--- src/rtl/apb_cmd_master.sv ---
// APB3 initiator: converts one valid/ready command into one APB transfer and
// returns read data / error status on a valid/ready response channel.
module apb_cmd_master #(
  parameter int ADR_W   = 32,
  parameter int DAT_W   = 32,
  parameter int TIMEOUT = 16
) (
  input  logic             PCLK,
  input  logic             PRESET,
  // command channel
  input  logic             CMD_VALID,
  output logic             CMD_READY,
  input  logic             CMD_WRITE,
  input  logic [ADR_W-1:0] CMD_ADDR,
  input  logic [DAT_W-1:0] CMD_WDATA,
  // response channel
  output logic             RSP_VALID,
  input  logic             RSP_READY,
  output logic [DAT_W-1:0] RSP_RDATA,
  output logic             RSP_ERR,
  // APB3 bus
  output logic [ADR_W-1:0] PADDR,
  output logic             PSEL,
  output logic             PENABLE,
  output logic             PWRITE,
  output logic [DAT_W-1:0] PWDATA,
  input  logic             PREADY,
  input  logic [DAT_W-1:0] PRDATA,
  input  logic             PSLVERR
);

  // Wide enough to hold TIMEOUT-1; abort fires before the counter could wrap.
  localparam int CNT_W = (TIMEOUT > 0) ? $clog2(TIMEOUT + 1) : 1;
  localparam logic [CNT_W-1:0] CNT_LAST = CNT_W'((TIMEOUT > 0) ? TIMEOUT - 1 : 0);

  typedef enum logic [1:0] {
    IDLE   = 2'd0,
    SETUP  = 2'd1,
    ACCESS = 2'd2,
    RESP   = 2'd3
  } state_t;

  state_t           state;
  state_t           state_d;
  logic [CNT_W-1:0] wait_cnt;
  logic [CNT_W-1:0] wait_cnt_d;
  logic             timeout_hit;

  logic [ADR_W-1:0] paddr_d;
  logic             psel_d;
  logic             penable_d;
  logic             pwrite_d;
  logic [DAT_W-1:0] pwdata_d;
  logic             rsp_valid_d;
  logic [DAT_W-1:0] rsp_rdata_d;
  logic             rsp_err_d;

  assign CMD_READY   = (state == IDLE) && !PRESET;
  assign timeout_hit = (TIMEOUT != 0) && (wait_cnt == CNT_LAST);

  always_comb begin
    // NOTE: every signal driven here is defaulted first so no latch is inferred.
    state_d     = state;
    wait_cnt_d  = wait_cnt;
    paddr_d     = PADDR;
    psel_d      = PSEL;
    penable_d   = PENABLE;
    pwrite_d    = PWRITE;
    pwdata_d    = PWDATA;
    rsp_valid_d = RSP_VALID;
    rsp_rdata_d = RSP_RDATA;
    rsp_err_d   = RSP_ERR;

    unique case (state)
      IDLE: begin
        if (CMD_VALID && CMD_READY) begin
          paddr_d  = CMD_ADDR;
          pwrite_d = CMD_WRITE;
          pwdata_d = CMD_WDATA;
          psel_d   = 1'b1;
          state_d  = SETUP;
        end
      end

      SETUP: begin
        penable_d  = 1'b1;
        wait_cnt_d = '0;
        state_d    = ACCESS;
      end

      ACCESS: begin
        if (PREADY) begin
          psel_d      = 1'b0;
          penable_d   = 1'b0;
          rsp_valid_d = 1'b1;
          rsp_err_d   = PSLVERR;
          rsp_rdata_d = PWRITE ? '0 : PRDATA;
          state_d     = RESP;
        end else if (timeout_hit) begin
          // Slave never answered: release the bus and report an error.
          psel_d      = 1'b0;
          penable_d   = 1'b0;
          rsp_valid_d = 1'b1;
          rsp_err_d   = 1'b1;
          rsp_rdata_d = '0;
          state_d     = RESP;
        end else if (TIMEOUT != 0) begin
          wait_cnt_d = wait_cnt + 1'b1;
        end
      end

      RESP: begin
        if (RSP_READY) begin
          rsp_valid_d = 1'b0;
          state_d     = IDLE;
        end
      end

      default: state_d = IDLE;
    endcase
  end

  always_ff @(posedge PCLK) begin
    // NOTE: non-blocking assignments so every register samples pre-edge values.
    if (PRESET) begin
      state     <= IDLE;
      wait_cnt  <= '0;
      PADDR     <= '0;
      PSEL      <= 1'b0;
      PENABLE   <= 1'b0;
      PWRITE    <= 1'b0;
      PWDATA    <= '0;
      RSP_VALID <= 1'b0;
      RSP_RDATA <= '0;
      RSP_ERR   <= 1'b0;
    end else begin
      state     <= state_d;
      wait_cnt  <= wait_cnt_d;
      PADDR     <= paddr_d;
      PSEL      <= psel_d;
      PENABLE   <= penable_d;
      PWRITE    <= pwrite_d;
      PWDATA    <= pwdata_d;
      RSP_VALID <= rsp_valid_d;
      RSP_RDATA <= rsp_rdata_d;
      RSP_ERR   <= rsp_err_d;
    end
  end

endmodule
--- config.mk ---
export PLATFORM = sky130hd
export DESIGN_NAME = apb_cmd_master
export DESIGN_NICKNAME = d
export VERILOG_FILES = /design/src/rtl/apb_cmd_master.sv
export SDC_FILE = /design/constraint.sdc
export NUM_CORES = 1
export LEC_CHECK = 0
export CAP_MARGIN = 40
export CORE_ASPECT_RATIO = 1.2
export CORE_MARGIN = 3
export CORE_UTILIZATION = 36
export DETAILED_ROUTE_END_ITERATION = 16
export PLACE_DENSITY_LB_ADDON = 0.08
export REMOVE_ABC_BUFFERS = 1
export SETUP_SLACK_MARGIN = 0.05
export SYNTH_ARGS = -nofsm -noshare
export SYNTH_HDL_FRONTEND = slang
export SYNTH_SLANG_ARGS = --single-unit
--- constraint.sdc ---
create_clock -name PCLK -period 2 [get_ports PCLK]
set_input_delay 0.4 -clock PCLK [delete_from_list [all_inputs] [get_ports PCLK]]
set_output_delay 0.4 -clock PCLK [all_outputs]
set_load 0.05 [all_outputs]
==> summary by stage, run 1 <==
Outcome
The run finished with clean final reports.

Floorplan
The die footprint is 0.0127 sq mm. Measured along the x axis, the die boundary spans 104 microns. The starting density of the core is 37.1%. The initialized floorplan defines 42 standard-cell rows. In this run the standard cell core region covers 0.0111 sq mm. The boundary pin count is 205. The floorplan step set the die height to 123 microns.

Synth
Yosys mapped a number of flops with a built-in enable equal to 0. After synthesis, flip-flops and latches occupy 52.6% of the total area. The register bit total from synthesis is 108. The most frequently used cell type in the post-synthesis netlist is sky130_fd_sc_hd__dfxtp_1.

The average footprint of a synthesized cell is 8.90 sq um. Ranked by instance count, the synthesized netlist is headed by sky130_fd_sc_hd__dfxtp_1, sky130_fd_sc_hd__o21ai_0, sky130_fd_sc_hd__inv_1. The number of warnings issued by yosys is 0. In this run, distinct cell masters in the synthesized netlist total 32. In this run the cell area of the synthesized design comes to 0.00411 sq mm. In the post-synthesis netlist, the biggest area contributors are sky130_fd_sc_hd__dfxtp_1, sky130_fd_sc_hd__nand3b_1, sky130_fd_sc_hd__o21ai_0. Counting every instance in the synthesized netlist gives 462. The biggest area contributor in the post-synthesis netlist is sky130_fd_sc_hd__dfxtp_1. The most instantiated flip-flop cell in the synthesis netlist is sky130_fd_sc_hd__dfxtp_1. The share of async-settable or async-resettable flops after synthesis is 0%. Of the post-synthesis cell area, the dominant cell type holds 52.6%.

STA
The setup skew after layout is 0.00675 ns. The count of pins over their slew limit is 0. The time the worst path needs with I/O delays and setup is 1.91 ns. The hold violation count in the final report is 0. The transition at the pin with the smallest max-transition slack is 0.623 ns. The relative slew slack is 58.4%.

The maximum clock frequency is 0.525 GHz. The share of the cycle needed by the critical path after routing is 95.3%. Setup repair after global routing left no endpoint under its margin. Setup violations remaining at the end of the flow were counted as 0.

Across all hold checks on the routed design, the worst slack comes to 0.371 ns.

Hold path
The class of the most critical hold timing path is input port to flop. The worst hold path begins at PRESET.

Final layout
0 antenna diodes ended up in the layout. In the final layout, the multi-input gates occupy 0.00156 sq mm. Fill cells in the final layout number 962. The signed area change from the synthesized netlist to the final layout is 62.8%. In the final design database the tool counted 763 nets. Cells with a size suffix above 1 make up 5.16% of the layout. The finished cells cover 0.00669 sq mm. The footprint of the flip-flops and latches is 0.00216 sq mm.

Clocking
The later pin in the worst-skew pair is clocked with a latency of 0.34 ns. The clock passes through at most 2 buffers. The number of hold buffers added after CTS was 0. Clock tree synthesis inserted a total of 9 buffers. The total number of clock tree sinks is 108. The setup fix buffers added after clock tree synthesis is 0. The clock-pin transition on the worst setup and hold timing paths is 0.07 ns.

The clock tree synthesis step divided the H-tree into 3 levels. TritonCTS built the clock tree. The cell at the root of the clock tree is sky130_fd_sc_hd__clkbuf_16.

Worst setup path
The worst setup path is of the flop to output pin kind. The buffer and inverter count on the worst path is 1. The launching element type of the critical path is a flop. The data required time of the critical path is 1.60 ns. The signal on the critical path passes through clkdlybuf4s50_1.

Tracing the worst setup path back leads to its startpoint at PWDATA[29]$_SDFFE_PP0P_. Among all stages on the critical path, the largest delay is contributed by sky130_fd_sc_hd__clkdlybuf4s50_1. The cell class contributing the biggest share of worst-path delay is buffers and inverters. The largest stage delay on the critical path is 0.82 ns. The worst register-to-register path begins at wait_cnt[0]$_SDFFE_PP0P_. In this run the worst path has a maximum fanout of 2. STA puts the critical path data arrival time at 1.51 ns.

The kind of capture point of the worst setup path is an output pin.

Global route
The via count of the first global-routing pass was 3,671. In the global route stage, overall resource usage came out at 17.3%. The total overflow reported by the global router is 0. The met3 usage is 6.95%. The first-pass GRT wire length is 17.9 mm. Entering global routing, the biggest net connects 70 pins. The initial antenna violation count is 0. After global routing, the most crowded layer is met2. The met2 usage in global routing is 28.2%.

The fraction of met1 tracks used by global routing is 20.5%.

Detailed routing
The first detailed-routing pass ran for 4 iterations. For this block, the initial DRC count from the detailed router was 130. After detailed routing, the average wire length per cell comes to 14.1 microns.

The total number of vias is 3,786. In this run the remaining antenna-violating nets after routing total 0. The routed via count divided by cell count is 4.66.

After detailed routing, the total wire length is 11.4 mm. The total DRC errors in the routed layout is 0.

Pwr
The leakage power is 2.71 nW. Across the VDD grid, the largest voltage drop is 0.000739 V. Dividing total power by cell area gives a power density of 1230 mW/mm^2.

Placed design
Routability-driven placement finished with a final weighted congestion of 0.765. The placed instances occupy a cell area of 0.00631 sq mm. Detailed placement finished with a half-perimeter wire length of 8.23 mm. The count of port buffers added during placement is 204.

Flow run
Across the run, the number of max-cap violations was 0.
-- layout by cell type, fill, tap and decap left out, types with 5 or more instances in the layout --
cell,count
sky130_fd_sc_hd__buf_4,12
sky130_fd_sc_hd__nor2_1,34
sky130_fd_sc_hd__clkbuf_16,9
sky130_fd_sc_hd__dfxtp_1,108
sky130_fd_sc_hd__a22oi_1,32
sky130_fd_sc_hd__a21oi_1,7
sky130_fd_sc_hd__nand2_1,5
sky130_fd_sc_hd__inv_1,70
sky130_fd_sc_hd__nand3b_1,67
sky130_fd_sc_hd__clkdlybuf4s50_1,195
sky130_fd_sc_hd__o21ai_0,71
-- area by class of cell --
| cell class | count | share of cell area, % |
|---|---|---|
| Sequential cell | 108 | 32.3 |
| Timing Repair Buffer | 215 | 32.1 |
| Multi-Input combinational cell | 250 | 23.4 |
| Inverter | 70 | 3.93 |
| Clock buffer | 12 | 3.68 |
| Tap cell | 154 | 2.88 |
| Clock inverter | 4 | 1.79 |
-- routing by layer --
metal  vias to the layer above  share of wire (%)
li1                       1921                  -
met3                        15                 10
met2                       155                 46
met5                         -                  0
met1                      1695                 43
met4                         0                1.8
-- kinds of logic after synthesis --
kind of cell	count (synthesis)	share of synthesized area, %
simple gates	124	18.7
fa+ha+maj	6	1.83
compound gates	119	17.0
buf+inv	104	9.65
flops	108	52.6
mux	1	0.244
-- state kept, by name, indices dropped and copies added, names as in the netlist --
register and cells:
PWDATA 32, PSEL 1, PENABLE 1, RSP_VALID 1
PWRITE 1, PADDR 32, state 2, RSP_RDATA 32
RSP_ERR 1, wait_cnt 5
-- final timing paths --
kind	cells after the start	endpoint	slack (ns)
worst max-delay path	1	PWDATA[29]	0.09
worst max register to register	6	wait_cnt[3]$_SDFFE_PP0P_	0.13
worst min-delay path	2	PENABLE$_SDFFE_PP0P_	0.37
worst min register to register	2	PENABLE$_SDFFE_PP0P_	0.46
-- power by group --
part	switching (W)	total [W]	internal (W)	leakage (nW)
Clock	0.000753	0.00214	0.00139	0.177
Combinational	0.00216	0.00333	0.00117	1.65
Sequential	0.000210	0.00277	0.00256	0.883
-- metrics by stage --
| stage | total power (W) | instances | util, % | TNS [ns] | worst slack, ns |
|---|---|---|---|---|---|
| finish | 0.00824 | 813 | 60.4 | 0 | 0.0944 |
| global route | 0.00861 | 813 | 60.4 | 0 | 0.0503 |
| CTS | 0.00834 | 813 | 60.2 | 0 | 0.0533 |
| detailed placement | 0.00617 | 797 | 56.9 | 0 | 0.0502 |
| global placement | 0.00612 | 797 | 56.9 | 0 | 0.106 |
| floorplan | 0.00487 | 428 | - | -97.53 | -1.32 |
-- timing repair --
item	4_1_cts	5_1_grt
pin swaps	0	1
setup endpoints to repair	2	32
gates resized for setup	2	6
Power figures use the tool's default switching activity.
==> run 2: changes to the inputs <==
CTS_CLUSTER_DIAMETER = 40   (was default)
==> results of run 2 <==
No change in the layout: final DEF, timing and power equal those of run 1.
==> edit: new RTL, flow settings as in run 1 <==
Take the reset off `RSP_RDATA` and load it in a clocked block of its own.
--- a/src/rtl/apb_cmd_master.sv
+++ b/src/rtl/apb_cmd_master.sv
@@ -133,3 +133,2 @@
       RSP_VALID <= 1'b0;
-      RSP_RDATA <= '0;
       RSP_ERR   <= 1'b0;
@@ -144,3 +143,2 @@
       RSP_VALID <= rsp_valid_d;
-      RSP_RDATA <= rsp_rdata_d;
       RSP_ERR   <= rsp_err_d;
@@ -149,2 +147,6 @@
 
+  always_ff @(posedge PCLK) begin
+    RSP_RDATA <= rsp_rdata_d;
+  end
+
 endmodule
Check against the original RTL: differs if PRESET is asserted again (counterexample within 4 cycles, from zero or initial values and one cycle with PRESET high); with PRESET held inactive, the same outputs for 10 cycles.
==> edit against run 1 <==
Power up 0.84%. Fmax down 0.81%. Global-route usage down 0.51 points. First-iteration DRC count up 0.77%. Critical path depth unchanged. Sequential cell count unchanged. Non-clock buffer count up 2. Area after synthesis up 1.4%. Setup slack worse by 0.016 ns. Design area up 1.6%. Hold slack better by 0.10 ns. Routed wire length down 4.5%. Synthesized cell count down 8.7%. Highest routed layer unchanged.
==> edit: results (changes against run 1) <==
Status: finished clean
Data arrival at the endpoint of the critical path: 1.52 ns
# nets final: 733 (-3.9%)
CTS H-Tree Depth: 3 (unchanged)
Post-Route Skew: 0.00885 ns (+0.00210 ns)
P_leak: 2.69 nW (-0.60%)
Launch point of the worst path: PADDR[19]
CTS Buf Count: 9 (unchanged)
Top post-synthesis cells by area: dfxtp_1 (37%), edfxtp_1 (23%), nand2b_1 (10%)
Last weighted congestion value of the routability-driven placer: 0.790 (+3.3%)
Async SR Flop Fraction: 0% (unchanged)
Most used flip-flop cell after synthesis: dfxtp_1
Largest incremental delay on the critical path: 0.83 ns
First-pass iteration count of the detailed router: 4 (unchanged)
First-pass GRT wire length: 17200 µm (-4.2%)
Switching share of power: 38.2% (+0.27 points)
Worst supply voltage drop on vdd: 633 µV (-14%)
Number of flops mapped to enable cells by yosys: 32 (+32)
Synth top cells by count: dfxtp_1 (76), o21ai_0 (72), nand2_1 (67), nand2b_1 (67)
Largest net degree at the start of global routing: 43 (-39%)
Post-synthesis sequential area ratio: 59.6% (+7.0 points)
Clk Tree Root Cell: clkbuf_16
Vias in the first global route: 3442 (-6.2%)
Type of the most critical hold path: flip-flop to flip-flop
Antenna violations before repair: 0 (unchanged)
Via total after detailed routing: 3540 (-6.5%)
End point of the critical path: PADDR[19]
Number of different library cells in the post-synthesis netlist: 34 (+6.3%)
Wire length reported by the detailed router: 10900 µm (-4.5%)
Number of inserted filler cells in the final layout: 974 (+1.2%)
Via/cell ratio: 4.52 (-2.9%)
FF-to-FF End: wait_cnt[3]
Fraction of layout instances using a drive strength above 1: 5.88% (+0.72 points)
Cell count after placement: 767 (-3.8%)
Biggest regs: PADDR x32, PWDATA x32, RSP_RDATA x32
Aggregate global-route resource usage: 16.8% (-0.51 points)
Max-slew headroom: 62.8% (+4.4 points)
Achievable frequency: 521 MHz (-0.81%)
Final HPWL DP: 8060 µm (-2.1%)
Post-Synthesis Mean Instance Area: 9.88 µm² (+11%)
Clock slew at the register clock pins of the worst setup and hold paths: 0.07 ns (about the same)
Starting DRT DRC Count: 131 (+0.77%)
Worst R2R Setup Slack: 0.09 ns (-0.04 ns)
Worst-case setup slack after placement: 0.0399 ns (-0.0102 ns)
Max Fanout on Critical Path: 2 (unchanged)
[edit: cell count changes after synthesis, sizes merged, moves of 2 or more]
cell,delta
a22oi,-32
and2,+32
buf,-2
clkbuf,-6
dfxtp,-32
edfxtp,+32
inv,-64
nand2,+62
nand2b,+63
nand3b,-67
nor2,-31
[edit: cells by family after synthesis]
kind of cell	count (synthesis)	share of synthesized area, %
simple gates	186	23.9
flops	108	59.6
compound gates	90	11.6
buf+inv	32	3.12
fa+ha+maj	6	1.80
[edit: what timing repair did]
action | 4_1_cts | 5_1_grt
pin swaps | 0 | 0
gates resized for setup | 2 | 17
setup buffers | 0 | 0
cloned | 0 | 0
setup endpoints to repair | 2 | 17
[edit: power groups by stage]
| stage | clock network (mW) | registers, mW | logic, mW |
|---|---|---|---|
| after global routing | 2.15 | 2.97 | 3.60 |
| after global placement | 0 | 2.95 | 3.39 |
| final | 2.01 | 2.92 | 3.38 |
| after floorplan | 0 | 4.35 | 0.718 |
| after detailed placement | 0 | 2.97 | 3.42 |
| after CTS | 2.07 | 2.93 | 3.42 |
[edit: layout make-up]
class,instances,share of cell area [%]
Clock buffer,10,3.37
Inverter,6,0.331
Tap cell,154,2.83
Clock inverter,6,1.64
Multi-Input combinational cell,282,23.0
Sequential cell,108,36.5
Timing Repair Buffer,217,32.4
[edit: layer usage]
layer / global-route usage [%] / vias to the layer above / share of wire, %
li1: - / 1799 / -
met3: 7.10 / 13 / 9.9
met4: 8.31 / 0 / 1.8
met2: 26.5 / 150 / 47
met5: 0 / - / 0
met1: 19.9 / 1578 / 42
[edit: worst min path at each step]
stage / start / endpoint / slack, ns / depth (start not counted)
after floorplan: wait_cnt[4] / wait_cnt[4] / 0.44 / 2
after global placement: PADDR[11] / PADDR[11] / 0.46 / 2
after detailed placement: PADDR[24] / PADDR[24] / 0.47 / 2
after CTS: PADDR[31] / PADDR[31] / 0.48 / 2
after global routing: PADDR[9] / PADDR[9] / 0.49 / 2
final: PADDR[31] / PADDR[31] / 0.47 / 2
[edit: per-stage QoR]
step,TNS [ns],area [µm²],utilization (%)
3_3_place_gp,0,6420,57.3
4_1_cts,0,6760,60.4
2_1_floorplan,-71.64,4060,-
6_report,0,6800,60.7
3_5_place_dp,0,6420,57.3
5_1_grt,0,6800,60.7
[edit: tightest hold or removal path, stage by stage (launching register included)]
cell,delay (ns)
dfxtp_1,0.31
nand2b_1,0.06
o21ai_0,0.06
